**config.mk**
```make
export PLATFORM = sky130hd
export DESIGN_NAME = sad_best_match
export DESIGN_NICKNAME = d
export VERILOG_FILES = /design/src/rtl/sad_best_match.sv
export SDC_FILE = /design/constraint.sdc
export NUM_CORES = 1
export LEC_CHECK = 0
export ABC_CLOCK_PERIOD_IN_PS = 8950
export BUFFER_PORTS_ARGS = -buffer_cell sky130_fd_sc_hd__buf_2
export CAP_MARGIN = 20
export CORE_MARGIN = 5
export CORE_UTILIZATION = 25
export DETAILED_ROUTE_END_ITERATION = 8
export PLACE_DENSITY = 0.41
export SYNTH_ARGS = -nofsm -noshare
export SYNTH_HDL_FRONTEND = slang
export SYNTH_SLANG_ARGS = --single-unit
export TNS_END_PERCENT = 50
```
**constraint.sdc**
```tcl
create_clock -name clk -period 8.95 [get_ports clk]
set_clock_uncertainty 0.2 [all_clocks]
set_input_delay 0 -clock clk [delete_from_list [all_inputs] [get_ports clk]]
set_output_delay 0 -clock clk [all_outputs]
set_load 0.01 [all_outputs]
```
**src/rtl/sad_best_match.sv**
```systemverilog
// sad_best_match: accumulates per-row partial SADs into block SADs and reports
// the minimum-SAD candidate of each search over a valid/ready handshake.
module sad_best_match #(
  parameter int WIDTH      = 8,
  parameter int INPUTS     = 4,
  parameter int ROWS       = 4,
  parameter int CANDIDATES = 16,
  localparam int PW = WIDTH + $clog2(INPUTS),
  localparam int AW = PW + $clog2(ROWS),
  localparam int IW = (CANDIDATES > 1) ? $clog2(CANDIDATES) : 1
) (
  input  logic          clk,
  input  logic          rst_n,
  input  logic          start,
  input  logic          in_valid,
  output logic          in_ready,
  input  logic [PW-1:0] partial_sad,
  output logic          busy,
  output logic          out_valid,
  input  logic          out_ready,
  output logic [AW-1:0] best_sad,
  output logic [IW-1:0] best_idx
);
  localparam int RW = (ROWS > 1) ? $clog2(ROWS) : 1;
  typedef enum logic [1:0] {IDLE, ACCUM, RESULT} state_t;
  state_t        state_q, state_d;
  logic [AW-1:0] acc_q, acc_d, run_sad_q, run_sad_d, best_sad_q, best_sad_d;
  logic [IW-1:0] run_idx_q, run_idx_d, best_idx_q, best_idx_d, cand_q, cand_d;
  logic [RW-1:0] row_q, row_d;
  logic          run_vld_q, run_vld_d;
  logic [AW-1:0] sum;
  logic          better;
  assign sum       = acc_q + AW'(partial_sad);
  assign better    = !run_vld_q || (sum < run_sad_q);
  assign in_ready  = state_q == ACCUM;
  assign busy      = state_q != IDLE;
  assign out_valid = state_q == RESULT;
  assign best_sad  = best_sad_q;
  assign best_idx  = best_idx_q;
  always_comb begin
    state_d    = state_q;
    acc_d      = acc_q;
    row_d      = row_q;
    cand_d     = cand_q;
    run_sad_d  = run_sad_q;
    run_idx_d  = run_idx_q;
    run_vld_d  = run_vld_q;
    best_sad_d = best_sad_q;
    best_idx_d = best_idx_q;
    case (state_q)
      IDLE: if (start) begin
        acc_d     = '0;
        row_d     = '0;
        cand_d    = '0;
        run_vld_d = 1'b0;
        state_d   = ACCUM;
      end
      ACCUM: if (in_valid) begin
        if (row_q != RW'(ROWS - 1)) begin
          acc_d = sum;
          row_d = row_q + 1'b1;
        end else begin
          acc_d = '0;
          row_d = '0;
          if (better) begin
            run_sad_d = sum;
            run_idx_d = cand_q;
            run_vld_d = 1'b1;
          end
          // the published result is captured only here, so outputs hold steady through a whole search
          if (cand_q == IW'(CANDIDATES - 1)) begin
            best_sad_d = better ? sum : run_sad_q;
            best_idx_d = better ? cand_q : run_idx_q;
            state_d    = RESULT;
          end else begin
            cand_d = cand_q + 1'b1;
          end
        end
      end
      RESULT: if (out_ready) state_d = IDLE;
      default: state_d = IDLE;
    endcase
  end
  always_ff @(posedge clk or negedge rst_n) begin
    if (!rst_n) begin
      state_q    <= IDLE;
      acc_q      <= '0;
      row_q      <= '0;
      cand_q     <= '0;
      run_sad_q  <= '0;
      run_idx_q  <= '0;
      run_vld_q  <= 1'b0;
      best_sad_q <= '0;
      best_idx_q <= '0;
    end else begin
      state_q    <= state_d;
      acc_q      <= acc_d;
      row_q      <= row_d;
      cand_q     <= cand_d;
      run_sad_q  <= run_sad_d;
      run_idx_q  <= run_idx_d;
      run_vld_q  <= run_vld_d;
      best_sad_q <= best_sad_d;
      best_idx_q <= best_idx_d;
    end
  end
endmodule

```
==> impl_metrics.toml, run 1 <==
[detailed_routing]
dr_total_vias = 2463
first_pass_iters = 4
drt-initial-drc-count = 134
route.detailed.drc = 0
routed_wl_mm = 8.01
via_per_inst = 4.79
post_drt_wl_per_cell_um = 15.6
drtAntennaViolNets = 0

[synthesis]
ys_async_sr_fraction = 1.00
syn-cell-area_mm2 = 0.00320
synth-edff-count = 0
synth_xor_xnor_area_share = 0.0219
synthSimpleGateAreaFrac = 0.142
yosys-mux-area-fraction = 0.0797
syn-instance-count = 311
yosysWarnings = 0
synth-seq-cells = 53
synth_cell_types = 56
synth_top_family_by_area = "compound AO/OA/AOI/OAI gates"
synth_compound_area_frac = 0.204
synth_ff_type = "dfrtp_1"
synth_fa_ha_area_frac = 0.0962
ys_seq_area_frac = 0.414
avgSynthCellArea_um2 = 10.3
synth_fp_nets = 350

[power]
p_leak_nw = 1.72
p_per_area_mw_per_mm2 = 390
ir_drop_v = 0.000140

[grt]
grt_overflow = 0
grt_pass1_vias = 2531
grt_max_degree = 54
grt_usage = 0.111
grt_pass1_wl_mm = 13.3
antenna_found_initial = 0

[worst_setup_path]
cp_max_fo = 16
worstPathArrival_ns = 4.43
crit_path_end_kind = "flop"
critical_path.startpoint_type = "flop"
crit_required_ns = 8.92
path_class = "flop to flop"

[final_layout]
final_common_cell = "dfrtp_1"
fin_area_mm2 = 0.00371
fill_cells = 1342
fin_nets = 380
num_antenna_cells = 0
syn_to_final_growth_pct = 15.8
drive_above_1_share = 0.202
instances_no_fill = 514
layout_common_cells = "dfrtp_1 (53), buf_2 (33), nand2_1 (24)"

[cts]
h-tree-depth = 2
cts_buffers = 5
cts_tree = "built"
cts.clk_slew.worst_paths_ns = 0.07
clock_path_buffers = 2
clock_latency_ns = 0.29
post-cts-setup-buffers = 0
cts-root-buf = "clkbuf_16"
cts_sinks = 53

[sta]
finalHoldViolCount = 0
finalSetupViolations = 0
fmax_mhz = 224
setup_tns_ns = 0
maxSlewHeadroom = 0.506
finalCritPeriodShare = 0.499
hold-worst-slack_ns = 0.00376
rsz0062_at_grt = "false"
worst_pin_slew_ns = 0.741
drv_slew = 0
min_period_ns = 4.46

[die]
die_area_mm2 = 0.0152
die_w_um = 123
die_h_um = 123
start_util = 0.255
core_mm2 = 0.0126
io-pin-count = 34
fp-row-count = 41

[placement]
dp_cells = 502
place.gp.congestion = 0.752
dp_hpwl_mm = 5.86
numPortBuffers = 33
placed_area_mm2 = 0.00352

[worst_hold_path]
min_path_type = "input port to flop"

[status]
status = "finished clean"

[flow_run]
cap_violations = 0
## flip-flops by register name (all words and copies together) (netlist names)
register / count
acc_q: 12
best_sad: 12
run_sad_q: 12
best_idx: 4
cand_q: 4
run_idx_q: 4
row_q: 2
state_q: 2
run_vld_q: 1
## report_power, final
group,internal [mW],switching [mW],leakage (nW)
Clock,0.103,0.0903,0.0696
Sequential,0.335,0.0701,0.672
Combinational,0.321,0.527,0.982
Total,0.759,0.688,1.72
## per-layer routing
layer | up-vias | wire [um] | global-route usage
met5 | - | 0 | 0
met2 | 39 | 3750 | 0.183
met4 | 0 | 80 | 0.0235
met1 | 1202 | 3890 | 0.155
li1 | 1216 | - | -
met3 | 6 | 287 | 0.0183
## cells in the mapped netlist (all sizes together) (2+ instances only)
cell type	n	area (um^2)
a211oi	3	35.0
a21bo	2	20.0
a21boi	2	15.0
a21o	4	30.0
a21oi	12	60.1
a22o	13	114
a31oi	4	25.0
and2	3	18.8
buf	7	38.8
clkbuf	9	33.8
dfrtp	53	1330
ha	23	288
inv	16	60.1
mux2	17	225
mux2i	3	30.0
nand2	24	90.1
nand2b	3	18.8
nand3	16	80.1
nand3b	3	22.5
nand4	10	68.8
nor2	14	52.6
nor2b	5	31.3
nor3	2	10.0
nor3b	2	20.0
o2111ai	3	43.8
o211ai	12	90.1
o21a	2	15.0
o21ai	16	83.8
o21bai	2	15.0
o41a	3	33.8
xnor2	3	26.3
xor2	5	43.8
## critical path: stages (launching register included)
cell and delay, ns:
dfrtp_1 0.39, ha_1 0.22, fa_1 0.42, a21oi_1 0.24, o211ai_1 0.14, o41ai_1 0.33, xor2_1 0.29, inv_1 0.10
ha_1 0.19, a21oi_1 0.14, o21ai_1 0.17, a211oi_4 0.58, o2111ai_4 0.48, mux2_4 0.44
## cells by family after synthesis
| group | Yosys count |
|---|---|
| and+or+nand+nor | 88 |
| AOI/OAI and AO/OA | 86 |
| DFF | 53 |
| buffers and inverters | 32 |
| adders and majority gates | 24 |
| muxes | 20 |
| xor gates and xnor gates | 8 |
## repair_timing
action | 4_1_cts | 5_1_grt
hold buffers | 4 | 0
gates resized for setup | 0 | 0
hold endpoints to repair | 57 | 0
## final timing paths
check | from | cells after the start | slack [ns] | end
worst min register to register | best_sad[5] | 2 | 0.28 | best_sad[5]
min in group asynchronous | rst_n | 3 | 0.17 | cand_q[3]
max in group asynchronous | rst_n | 3 | 7.91 | acc_q[4]
worst min-delay path | partial_sad[0] | 3 | 0.004 | acc_q[0]
worst max register to register | acc_q[0] | 13 | 4.49 | run_idx_q[1]
worst max-delay path | acc_q[0] | 13 | 4.49 | run_idx_q[1]
## metrics by stage
stage                     setup WS (ns)  utilization  total power [mW]
after floorplan                    5.28            -              1.05
after global placement             4.48        0.280              1.27
after detailed placement           4.47        0.280              1.27
after CTS                          4.43        0.295              1.47
after global routing               4.06        0.295              1.60
final                              4.49        0.295              1.45
## final cells by class
cell class / instances / area, um^2 / area share
clock buffers: 5 / 125 / 0.0338
clock inverters: 3 / 17.5 / 0.00473
inverters: 16 / 60.1 / 0.0162
multi-input cells: 226 / 1740 / 0.470
flip-flops and latches: 53 / 1330 / 0.358
well taps: 172 / 215 / 0.0581
repair buffers: 39 / 220 / 0.0594
No activity file was read; power rests on OpenSTA's default activity.
==> run 2: changes to the inputs <==
--- a/config.mk
+++ b/config.mk
@@ -5,13 +5,14 @@
 export SDC_FILE = /design/constraint.sdc
 export NUM_CORES = 1
 export LEC_CHECK = 0
-export ABC_CLOCK_PERIOD_IN_PS = 8950
+export ABC_AREA = 1
+export ABC_CLOCK_PERIOD_IN_PS = 3580
 export BUFFER_PORTS_ARGS = -buffer_cell sky130_fd_sc_hd__buf_2
 export CAP_MARGIN = 20
 export CORE_MARGIN = 5
 export CORE_UTILIZATION = 25
 export DETAILED_ROUTE_END_ITERATION = 8
-export PLACE_DENSITY = 0.41
+export PLACE_DENSITY = 0.42
 export SYNTH_ARGS = -nofsm -noshare
 export SYNTH_HDL_FRONTEND = slang
 export SYNTH_SLANG_ARGS = --single-unit
==> constraint.sdc (replaced) <==
create_clock -name clk -period 3.58 [get_ports clk]
set_clock_uncertainty 0.2 [all_clocks]
set_input_delay 0 -clock clk [delete_from_list [all_inputs] [get_ports clk]]
set_output_delay 0 -clock clk [all_outputs]
set_load 0.01 [all_outputs]
==> impl_metrics.toml, run 2 <==
[worst_setup_path]
r2r_start = "acc_q[0]"
critPathMaxStageDelay_ns = 0.43
path_delay_family = "simple AND/OR/NAND/NOR gates"
r2r_end = "best_sad[2]"
path_class = "flop to flop"
path_cells = "ha_1 -> fa_1 -> nand3_1 -> nand3_1 -> nand2_1 -> nand2_1 -> xor2_2 -> inv_1 -> ha_1 -> nand2_1 -> inv_1 -> nand2_1 -> a21oi_1 -> nor2_1 -> nand2_1 -> buf_4 -> nand3_1 -> nand3_1 -> nand2_1"
path_buf_inv = 3
crit_path_end_kind = "flop"
critical_path.startpoint_type = "flop"
cp_max_fo = 13
worstPathArrival_ns = 3.27
cpMostUsedCell = "nand2_1"
r2r_setup_slack_ns = 0.30
rr_worst_depth = 19
slowest_stage = "fa_1"
crit_required_ns = 3.57

[die]
die_h_um = 124
core_mm2 = 0.0127
fp-row-count = 41
die_w_um = 124
start_util = 0.257
io-pin-count = 34
die_area_mm2 = 0.0155

[final_layout]
fin_nets = 530
drive_above_1_share = 0.120
layout_common_cells = "nand2_1 (166), inv_1 (60), nand3_1 (58)"
final_common_cell = "nand2_1"
fill_cells = 1409
final_util = 0.306
num_antenna_cells = 0
syn_to_final_growth_pct = 18.8

[cts]
cts.clk_slew.worst_paths_ns = 0.07
cts-root-buf = "clkbuf_16"
clock_latency_ns = 0.30
cts_tree = "built"
h-tree-depth = 2
post-cts-setup-buffers = 0
cts_sinks = 53
cts_buffers = 5
clock_path_buffers = 2

[power]
p_per_area_mw_per_mm2 = 839
p_leak_nw = 2.17
ir_drop_v = 0.000237

[synthesis]
ys_seq_area_frac = 0.405
synthTopCellsByArea = "dfrtp_1 (41%), nand2_1 (19%), nand3_1 (8.9%)"
syn-cell-area_mm2 = 0.00327
yosys.area.top_type = "dfrtp_1"
yosysWarnings = 0
synth_ff_type = "dfrtp_1"
synthTopCellsByCount = "nand2_1 (166), inv_1 (60), nand3_1 (58)"
synth_fp_nets = 487
synth_cell_types = 27
synth-seq-cells = 53
avgSynthCellArea_um2 = 7.31
synth-edff-count = 0
syn-instance-count = 448
synth_top_area_share = 0.405
yosysMostFrequentCell = "nand2_1"
ys_async_sr_fraction = 1.00

[detailed_routing]
dr_total_vias = 2904
route.detailed.drc = 0
via_per_inst = 4.37
first_pass_iters = 5
drt-initial-drc-count = 120
drtAntennaViolNets = 0
routed_wl_mm = 8.74
post_drt_wl_per_cell_um = 13.2

[worst_hold_path]
hold_depth = 6
min_path_type = "input port to flop"
min-delay-start = "in_valid"
min_to = "state_q[0]"

[placement]
dp_hpwl_mm = 6.47
place.gp.congestion = 0.854
numPortBuffers = 33

[flow_run]
cap_violations = 0

[sta]
drv_slew = 0
maxSlewHeadroom = 0.503
worst_pin_slew_ns = 0.745
rsz0062_at_grt = "false"
finalHoldViolCount = 0
finalSetupViolations = 0
hold-worst-slack_ns = 0.0545
min_period_ns = 3.28
finalCritPeriodShare = 0.915
setup_tns_ns = 0
fmax_mhz = 305

[grt]
grt_pass1_vias = 2991
grt_pass1_wl_mm = 15.0
grt_overflow = 0
grt_usage = 0.118
antenna_found_initial = 0
grt_max_degree = 31

[status]
status = "finished clean"
-- run 2: changes by cell type after synthesis, moves of 8 or more --
cell	delta
mux2_2	-8
nand3_1	+42
inv_1	+44
nand2_1	+142
mux2_4	-9
o211ai_1	-12
a22o_1	-13
-- run 2: area by class of cell --
class	count	area (um^2)	share of cell area
Inverter	65	246	0.0634
Multi-Input combinational cell	320	1660	0.426
Clock buffer	7	143	0.0367
Clock inverter	1	30.0	0.00772
Timing Repair Buffer	46	273	0.0701
Sequential cell	53	1330	0.341
Tap cell	172	215	0.0553
-- run 2: cells by family after synthesis --
| kind of cell | after synthesis | share of synthesized area |
|---|---|---|
| and+or+nand+nor | 258 | 0.341 |
| xor gates and xnor gates | 7 | 0.0187 |
| adders and majority gates | 24 | 0.0940 |
| buffers and inverters | 75 | 0.0914 |
| AOI/OAI and AO/OA | 31 | 0.0497 |
| DFF | 53 | 0.405 |
-- run 2: repair_timing --
item                                    CTS  global route
resized for setup                         0             1
hold buffers                              4             0
endpoints found under the setup margin    0            24
hold endpoints to repair                 34             0
-- run 2: worst min-delay path, delay by kind of cell --
family,cells,cell delay [ns]
compound gates,1,0.13
buf+inv,2,0.19
simple gates,3,0.19
-- run 2: worst max path at each step --
| stage | start | to | slack (ns) | depth (start not counted) |
|---|---|---|---|---|
| after floorplan | acc_q[0] | best_sad[7] | 0.51 | 20 |
| after global placement | acc_q[0] | best_sad[2] | 0.33 | 19 |
| after detailed placement | acc_q[0] | best_sad[2] | 0.23 | 19 |
| after CTS | acc_q[0] | best_sad[2] | 0.22 | 19 |
| after global routing | acc_q[0] | best_sad[2] | 0.006 | 19 |
| final | acc_q[0] | best_sad[2] | 0.30 | 19 |
-- run 2: power by group --
group / leakage (nW) / switching, mW / internal (mW)
Combinational: 1.41 / 1.13 / 0.631
Clock: 0.0841 / 0.229 / 0.350
Sequential: 0.670 / 0.135 / 0.782
Total: 2.17 / 1.50 / 1.76
-- run 2: per-stage QoR --
step / setup WS (ns) / power (mW) / std cells / area, um^2
3_5_place_dp: 0.235 / 2.71 / 652 / 3670
2_1_floorplan: 0.512 / 2.15 / 448 / 3270
3_3_place_gp: 0.331 / 2.69 / 652 / 3670
5_1_grt: 0.00629 / 3.64 / 664 / 3890
6_report: 0.304 / 3.26 / 664 / 3890
4_1_cts: 0.215 / 3.32 / 664 / 3880
-- run 2: per-layer routing --
metal / track usage / vias to the layer above / share of wire
li1: - / 1500 / -
met1: 0.155 / 1359 / 0.49
met2: 0.196 / 36 / 0.47
met3: 0.0283 / 9 / 0.029
met4: 0.0297 / 0 / 0.013
met5: 0 / - / 0
==> run 3: changes to the inputs <==
--- a/config.mk
+++ b/config.mk
@@ -9,10 +9,13 @@
 export ABC_CLOCK_PERIOD_IN_PS = 3580
 export BUFFER_PORTS_ARGS = -buffer_cell sky130_fd_sc_hd__buf_2
 export CAP_MARGIN = 20
+export CORE_ASPECT_RATIO = 0.5
 export CORE_MARGIN = 5
 export CORE_UTILIZATION = 25
 export DETAILED_ROUTE_END_ITERATION = 8
+export GPL_ROUTABILITY_DRIVEN = 0
 export PLACE_DENSITY = 0.42
+export SLEW_MARGIN = 20
 export SYNTH_ARGS = -nofsm -noshare
 export SYNTH_HDL_FRONTEND = slang
 export SYNTH_SLANG_ARGS = --single-unit
==> impl_metrics.toml, run 3 (synthesis gave the netlist of run 2 again) <==
[cts]
clock_path_buffers = 2
cts_sinks = 53
h-tree-depth = 2
clock_latency_ns = 0.29
cts.clk_slew.worst_paths_ns = 0.07
post-cts-setup-buffers = 0
cts_tree = "built"
cts-root-buf = "clkbuf_16"
cts_buffers = 5

[detailed_routing]
via_per_inst = 4.23
drtAntennaViolNets = 0
route.detailed.drc = 0
dr_total_vias = 2807
drt-initial-drc-count = 177
post_drt_wl_per_cell_um = 13.3
first_pass_iters = 4
routed_wl_mm = 8.84

[worst_setup_path]
r2r_setup_slack_ns = 0.36
r2r_start = "acc_q[0]"
critPathMaxStageDelay_ns = 0.44
slowest_stage = "fa_1"
crit_path_end_kind = "flop"
path_class = "flop to flop"
cp_max_fo = 16
path_delay_family = "adder cells"
path_buf_inv = 3
r2r_end = "best_idx[1]"
cpMostUsedCell = "nand2_1"
critical_path.startpoint_type = "flop"
worstPathArrival_ns = 3.20
path_cells = "ha_1 -> fa_1 -> nand3_1 -> nand3_1 -> nand2_1 -> nand2_1 -> xor2_2 -> inv_1 -> ha_1 -> nand2_1 -> inv_1 -> nand2_1 -> a21oi_1 -> nor2_1 -> nand2_1 -> buf_4 -> nand3b_1 -> nand3_1 -> nand2_1"
rr_worst_depth = 19
crit_required_ns = 3.57

[die]
die_area_mm2 = 0.0156
die_w_um = 172
start_util = 0.257
core_mm2 = 0.0127
io-pin-count = 34
die_h_um = 90.9
fp-row-count = 29

[grt]
grt_usage = 0.121
grt_overflow = 0
grt_pass1_vias = 2935
antenna_found_initial = 0
grt_max_degree = 30
grt_pass1_wl_mm = 15.3

[sta]
min_period_ns = 3.22
fmax_mhz = 311
finalHoldViolCount = 0
finalCritPeriodShare = 0.899
setup_tns_ns = 0
finalSetupViolations = 0
drv_slew = 0
maxSlewHeadroom = 0.550
worst_pin_slew_ns = 0.675
rsz0062_at_grt = "false"

[final_layout]
syn_to_final_growth_pct = 18.7
final_common_cell = "nand2_1"
drive_above_1_share = 0.128
num_antenna_cells = 0
fin_nets = 532
final_util = 0.305
layout_common_cells = "nand2_1 (165), inv_1 (60), nand3_1 (58)"

[power]
p_per_area_mw_per_mm2 = 832
p_leak_nw = 2.17
ir_drop_v = 0.000321

[status]
status = "finished clean"

[worst_hold_path]
min_path_type = "input port to async pin"

[flow_run]
cap_violations = 0

[placement]
numPortBuffers = 33
dp_hpwl_mm = 6.49
==> run 3: changes by cell type in the layout (fill, tap and decap cells not counted), sizes merged <==
| cell | delta |
|---|---|
| bufinv | -1 |
| clkbuf | -1 |
| buf | +2 |
| clkinv | +2 |
==> run 3: layer usage <==
metal | track usage | vias to the layer above | wire length [um]
met5 | 0 | - | 0
met4 | 0.0235 | 0 | 66
met3 | 0.0240 | 7 | 215
met2 | 0.181 | 26 | 3700
met1 | 0.180 | 1271 | 4860
li1 | - | 1503 | -
==> run 3: power by group <==
group / internal, mW / switching, mW
Clock: 0.279 / 0.229
Combinational: 0.651 / 1.18
Sequential: 0.782 / 0.105
==> run 3: metrics by stage <==
stage	total power, mW	cells	cell area (um^2)	hold slack [ns]	worst slack (ns)
final	3.23	664	3880	0.0758	0.362
after global routing	3.62	664	3880	0.117	0.0395
after CTS	3.26	664	3870	0.0794	0.256
after detailed placement	2.73	652	3680	-0.118	0.291
after global placement	2.74	652	3680	-0.121	0.383
after floorplan	2.15	448	3270	-0.496	0.512
==> run 3: area by class of cell <==
| cell class | instances | area, um^2 |
|---|---|---|
| Clock inverter | 2 | 13.8 |
| Fill cell | 1375 | 8850 |
| Timing Repair Buffer | 48 | 288 |
| Clock buffer | 6 | 139 |
| Tap cell | 170 | 213 |
| Inverter | 65 | 246 |
| Sequential cell | 53 | 1330 |
| Multi-Input combinational cell | 320 | 1660 |
==> run 3: what timing repair did <==
action                     CTS  global route
resized for setup            0             2
hold endpoints to repair    33             0
setup endpoints to repair    0            21
hold buffers                 4             0
==> run 3: worst max path at each step <==
| stage | start | slack, ns | cells past startpoint | to |
|---|---|---|---|---|
| after global placement | acc_q[0] | 0.38 | 20 | best_sad[0] |
| after floorplan | acc_q[0] | 0.51 | 20 | best_sad[7] |
| final | acc_q[0] | 0.36 | 19 | best_idx[1] |
| after CTS | acc_q[0] | 0.26 | 20 | best_sad[0] |
| after detailed placement | acc_q[0] | 0.29 | 20 | best_sad[0] |
| after global routing | acc_q[0] | 0.04 | 19 | best_sad[0] |
==> run 3: worst reg2reg max path: cells and delay by family, from the launching register on <==
| family | cells | cell delay, ns |
|---|---|---|
| DFF | 1 | 0.38 |
| buffers and inverters | 3 | 0.37 |
| adders and majority gates | 3 | 0.94 |
| AOI/OAI and AO/OA | 1 | 0.11 |
| and+or+nand+nor | 11 | 0.94 |
| xor gates and xnor gates | 1 | 0.20 |
